<file path="config.mk">
export PLATFORM = sky130hd
export DESIGN_NAME = victim_cache_control
export DESIGN_NICKNAME = d
export VERILOG_FILES = /design/src/rtl/victim_cache_control.sv
export SDC_FILE = /design/constraint.sdc
export NUM_CORES = 1
export LEC_CHECK = 0
export ABC_CLOCK_PERIOD_IN_PS = 3200
export CORE_ASPECT_RATIO = 0.8
export CORE_MARGIN = 8
export CORE_UTILIZATION = 52
export CTS_BUF_LIST = sky130_fd_sc_hd__clkbuf_8
export DETAILED_ROUTE_END_ITERATION = 6
export PLACE_DENSITY_LB_ADDON = 0.1
export SYNTH_ARGS = -nofsm -noshare
export SYNTH_HDL_FRONTEND = slang
export SYNTH_SLANG_ARGS = --single-unit
</file>
<file path="constraint.sdc">
create_clock -name clk -period 3.2 [get_ports clk]
set_input_delay 0.48 -clock clk [delete_from_list [all_inputs] [get_ports clk]]
set_output_delay 0.48 -clock clk [all_outputs]
set_load 0.005 [all_outputs]
</file>
<file path="src/rtl/victim_cache_control.sv">
// Sequencing FSM for the 4-entry victim cache: serves L2 read misses from the
// victim entries or pmem, installs L2 evictions, and forwards L2 write-backs.
module victim_cache_control #(
  parameter int unsigned CNT_W = 32
) (
  input  logic             clk,
  input  logic             rst,
  input  logic             l2_vc_read,
  input  logic             l2_vc_write,
  input  logic             l2_vc_victim_valid,
  output logic             l2_vc_resp,
  input  logic             hit,
  output logic             update_victim,
  output logic             rdata_sel,
  output logic             vc_pmem_read,
  output logic             vc_pmem_write,
  input  logic             vc_pmem_resp,
  output logic [CNT_W-1:0] vc_hit_count,
  output logic [CNT_W-1:0] vc_miss_count
);

  typedef enum logic [2:0] {
    IDLE      = 3'd0,
    HIT       = 3'd1,
    FETCH     = 3'd2,
    WRITEBACK = 3'd3,
    DONE      = 3'd4
  } state_e;

  state_e           state_q, state_d;
  logic             hit_inc, miss_inc;
  logic [CNT_W-1:0] hit_cnt_q, hit_cnt_d;
  logic [CNT_W-1:0] miss_cnt_q, miss_cnt_d;

  always_ff @(posedge clk) begin
    if (rst) state_q <= IDLE;
    else     state_q <= state_d;
  end

  always_comb begin
    state_d = state_q;
    unique case (state_q)
      IDLE: begin
        if (l2_vc_write)           state_d = WRITEBACK;
        else if (l2_vc_read && hit) state_d = HIT;
        else if (l2_vc_read)        state_d = FETCH;
      end
      HIT:       state_d = DONE;
      FETCH:     if (vc_pmem_resp) state_d = DONE;
      WRITEBACK: if (vc_pmem_resp) state_d = DONE;
      DONE:      state_d = IDLE;
      default:   state_d = IDLE;
    endcase
  end

  // Mealy outputs; a reset cycle suppresses the aborted access entirely.
  always_comb begin
    l2_vc_resp    = 1'b0;
    update_victim = 1'b0;
    rdata_sel     = 1'b0;
    vc_pmem_read  = 1'b0;
    vc_pmem_write = 1'b0;
    hit_inc       = 1'b0;
    miss_inc      = 1'b0;
    if (!rst) begin
      unique case (state_q)
        HIT: begin
          rdata_sel     = 1'b1;
          l2_vc_resp    = 1'b1;
          update_victim = l2_vc_victim_valid;
          hit_inc       = 1'b1;
        end
        FETCH: begin
          vc_pmem_read  = 1'b1;
          l2_vc_resp    = vc_pmem_resp;
          update_victim = vc_pmem_resp & l2_vc_victim_valid;
          miss_inc      = vc_pmem_resp;
        end
        WRITEBACK: begin
          vc_pmem_write = 1'b1;
          l2_vc_resp    = vc_pmem_resp;
        end
        default: ;
      endcase
    end
  end

  always_comb begin
    hit_cnt_d  = hit_cnt_q;
    miss_cnt_d = miss_cnt_q;
    if (hit_inc)  hit_cnt_d  = hit_cnt_q + CNT_W'(1);
    if (miss_inc) miss_cnt_d = miss_cnt_q + CNT_W'(1);
  end

  always_ff @(posedge clk) begin
    if (rst) begin
      hit_cnt_q  <= '0;
      miss_cnt_q <= '0;
    end else begin
      hit_cnt_q  <= hit_cnt_d;
      miss_cnt_q <= miss_cnt_d;
    end
  end

  assign vc_hit_count  = hit_cnt_q;
  assign vc_miss_count = miss_cnt_q;

endmodule

</file>
[Word level (Yosys, flattened, before mapping)]
Cells that the tools add are included.
Storage, ports and cells
  bits in registers: 67
  input bits: 7
  output and inout bits: 69
  logic and storage cells: 32
Cells by class
  add/subtract/negate cells: 2
  eq/ne operators: 5
  mux-type cells: 17
  bitwise operators: 1
  reductions and logical operators: 4
Operator list (count)
  $add A32 B1 Y32 const B: 2
  $mux W3: 4
  $mux W1: 10
  $pmux W3 S3: 1
  $eq A3 B2 Y1 const B: 2
  $ne A4 B4 Y1 const B: 1
  $pmux W1 S2: 2
  $eq A3 B1 Y1 const B: 1
  $logic_not A3 Y1: 1
  $ne A2 B1 Y1 const B: 1
  $reduce_and A2 Y1: 1
  $reduce_or A2 Y1: 1
  $and A1 B1 Y1: 1
  $logic_and A1 B1 Y1: 1

[Logic depth before layout (Yosys ltp)]
  depth in word-level cells: 4
  mapped depth: 8
  depth with buffers taken out: 5

[Worst setup path before layout]
No wires, ideal clock.
  kind: input port to flip-flop
  start: input rst
  end: register hit_cnt_q[26] (netlist: vc_hit_count[26])
  library setup time: 0.070 ns
  data arrival time: 2.350 ns
  required time: 3.130 ns
  path slack: 0.779 ns
  stages on the path: 6
  path buffers: 2
  cell sequence: or4b_1 -> buf_2 -> or4_1 -> buf_2 -> or4_1 -> a21oi_1
Between the ends
  word-level cells in the longest chain between the ends: 1
Ends and longest elaborated chain
  from (decl): RTL line 7  | input logic rst,
  $mux W1: RTL line 65  | if (!rst) begin
  to (signal assigned): RTL line 100  | hit_cnt_q <= hit_cnt_d;
  to (decl): RTL line 32  | logic [CNT_W-1:0] hit_cnt_q, hit_cnt_d;
Parallel ways exist; a longest one is shown, timed or not.
A chain may end at the register's enable or synchronous reset.

[Final worst setup path]
  start: register state_q[2]
  end: register hit_cnt_q[26] (netlist: vc_hit_count[26])
Between the ends
  word-level cells in the longest chain between the ends: 3
Ends and longest elaborated chain
  from (decl): RTL line 30  | state_e state_q, state_d;
  from (signal assigned): RTL line 37  | else state_q <= state_d;
  $eq A3 B1 Y1: RTL line 66  | unique case (state_q)
  $mux W1: RTL line 66
  $mux W1: RTL line 65
Every way passes these cells.

==> impl_metrics.json <==
{
  "synth_area_leaders": "dfxtp_1 (40%), a21oi_1 (6.2%), o31ai_1 (4.9%), or4_1 (4.9%), nand4_1 (3.7%)",
  "min-delay-path-class": "reg -> reg",
  "syn-num-nets": 420,
  "critical_path_class": "reg -> reg",
  "ant_nets": 0,
  "synthTopCellsByCount": "dfxtp_1 (67), a21oi_1 (42), nor2_1 (27), nand2_1 (26), clkbuf_1 (23)",
  "cts_tree": "yes",
  "post_cts_resized": 0,
  "worst-path-buf-inv": 0,
  "hold_violations": 0,
  "grtUsageTotal_pct": 19.3,
  "portBuffers": 75,
  "holdBufCountCts": 0,
  "cp-start-kind": "register",
  "fmax_ghz": 0.365,
  "diodes": 0,
  "core.rowCount": 26,
  "syn_inst": 411,
  "grt_pass1_wl_mm": 14.8,
  "drt_iter0_drc": 152,
  "die_y_um": 88.1,
  "fin_crit_sh_pct": 85.6,
  "rr_worst_depth": 4,
  "fin_crit_ps": 2740,
  "postSynthAreaPerCell_um2": 8.21,
  "setup_tns_ps": 0,
  "dieArea_um2": 9340,
  "path_cells": "or4b_1, or4_1, or4_1, a21oi_1",
  "vias": 3341,
  "r2r_slack_ps": 460,
  "yosys.area.top_type": "dfxtp_1",
  "grt_max_degree": 79,
  "gp_congestion": 0.824,
  "core_um2": 6340,
  "synth_cell_type_count": 39,
  "htree_levels": 3,
  "yosys_warnings": 0,
  "cpMostUsedCell": "or4_1",
  "async_flop_share_pct": 0,
  "r2r_start": "state_q[2]",
  "p_leak_nw": 1.33,
  "routedWlPerCell_um": 16.0,
  "relSlewSlack_pct": 38.7,
  "hp-start": "vc_hit_count[1]",
  "clock_path_buffers": 2,
  "route.detailed.drc": 0,
  "antenna_found_initial": 0,
  "finalPower_mw": 1.82,
  "crit_arrival_ps": 3030,
  "setup_viol": 0,
  "crit_path_max_fanout": 17,
  "cts.sinks": 67,
  "tightest_slew_ps": 912,
  "hold_ws_ps": 499,
  "grt_setup_unrepaired": "no",
  "cp_data_required_time_ps": 3490,
  "io_pins": 76,
  "ir_drop_v": 0.000284,
  "crit_path_start": "state_q[2]",
  "endpoint": "vc_hit_count[26]",
  "via_per_inst": 5.97,
  "root_buffer": "clkbuf_8",
  "synth_flop_cell": "dfxtp_1",
  "grt_overflow": 0,
  "status": "complete, no violations",
  "grt_pass1_vias": 3022,
  "fill_cells": 534,
  "slew_viol_final": 0,
  "finalClockSkew_ps": 13.9,
  "netlist_area_um2": 3380,
  "maxCapViolCount": 0,
  "synth_top_area_share_pct": 39.7,
  "max_stage_delay_ps": 820,
  "finalNetCount": 480,
  "cp_slowest_cell": "or4_1",
  "synthMostInstantiatedCell": "dfxtp_1",
  "firstDrtPassIters": 4,
  "synth_edf_count": 0,
  "cp.depth": 4,
  "post-dp-hpwl_mm": 6.16,
  "p_per_area_nw_per_um2": 416,
  "die_w_um": 106,
  "area_delta_synth_final_pct": 29.7,
  "end_kind": "register",
  "drive_gt1_share_pct": 7.14,
  "cts.clk_slew.worst_paths_ps": 80,
  "postCtsSetupBuffers": 0,
  "ys_ff_latch": 67,
  "cts_buffers": 9,
  "worstSkewPairLatency_ps": 360,
  "wl_mm": 8.95,
  "yosysSeqAreaShare_pct": 39.7,
  "crit_family": "simple AND/OR/NAND/NOR gates",
  "r2r-end": "vc_hit_count[26]",
  "initial_core_util_pct": 53.2
}
## logic make-up (layout without fill, tap and decap cells)
family	after synthesis	in the layout	share of synthesized area [%]
AO/OA/AOI/OAI	82	82	14.3
XOR/XNOR	18	18	4.67
adder cells (fa/ha/maj)	2	2	0.741
buffers and inverters	40	105	4.82
flip-flops	67	67	39.7
multiplexers	7	7	2.26
AND/OR/NAND/NOR	195	195	33.5
## tightest hold or removal path, cell delays in order (launching register included)
cell and delay (ps):
dfxtp_1 340, nand2_1 60, a21oi_1 60
## layout make-up
cell class                      count  area (µm²)  area share, %
Inverter                            9        33.8          0.772
Clock inverter                      5        83.8           1.92
Tap cell                           84         105           2.40
Sequential cell                    67        1340           30.6
Timing Repair Buffer               80         783           17.9
Clock buffer                       11         151           3.46
Multi-Input combinational cell    304        1880           42.9
## power breakdown
| part | leakage [nW] | internal, mW | switching, mW |
|---|---|---|---|
| Clock | 0.112 | 0.484 | 0.342 |
| Combinational | 0.676 | 0.0598 | 0.0644 |
| Sequential | 0.540 | 0.846 | 0.0245 |
| Total | 1.33 | 1.39 | 0.430 |
## layer usage
metal | share of wire, % | track usage, % | routed length [µm] | vias up
met5 | 0 | 0 | 0 | -
met4 | 1.1 | 5.61 | 99 | 0
met3 | 7.8 | 8.38 | 701 | 11
met2 | 45 | 29.6 | 4030 | 103
met1 | 46 | 23.9 | 4120 | 1569
li1 | - | - | - | 1658
## through the flow
stage | cells | setup WS [ps] | instance area (µm²) | util (%)
floorplan | 411 | 779 | 3380 | -
global placement | 544 | 396 | 4140 | 65.3
detailed placement | 544 | 364 | 4140 | 65.3
CTS | 560 | 457 | 4380 | 69.0
global route | 560 | 334 | 4380 | 69.0
finish | 560 | 461 | 4380 | 69.0
## placed cells by master (no fill, tap or decap), types with 3 or more instances in the layout
master | synthesis | layout
mux2_2 | 5 | 5
buf_4 | 0 | 5
nor2_1 | 27 | 27
o31ai_1 | 22 | 22
nand2_1 | 26 | 26
clkbuf_8 | 0 | 11
nor3_1 | 9 | 9
and3_1 | 8 | 8
clkdlybuf4s50_1 | 0 | 74
o41ai_1 | 3 | 3
inv_1 | 9 | 9
nand3_1 | 21 | 21
or3_1 | 13 | 13
xor2_1 | 7 | 7
a21oi_1 | 42 | 42
xnor2_1 | 11 | 11
o21ai_0 | 13 | 13
or4_1 | 22 | 22
nand2b_1 | 3 | 3
and2_1 | 6 | 6
and4_1 | 6 | 6
nand4_1 | 20 | 20
nor4_1 | 13 | 13
nand4b_1 | 3 | 3
dfxtp_1 | 67 | 67
nor2b_1 | 6 | 6
## worst min path at each step
| stage | depth (start not counted) | slack (ps) | end |
|---|---|---|---|
| floorplan | 1 | 470 | vc_miss_count[26] |
| global route | 2 | 520 | vc_hit_count[1] |
| global placement | 2 | 480 | vc_hit_count[14] |
| detailed placement | 2 | 490 | vc_hit_count[1] |
| finish | 2 | 500 | vc_hit_count[1] |
| CTS | 2 | 500 | vc_hit_count[29] |
## flip-flops by register name, indices dropped and copies added (netlist names)
name / count
state_q: 3
vc_hit_count: 32
vc_miss_count: 32
Note: power is estimated with default switching activity, not from simulation.
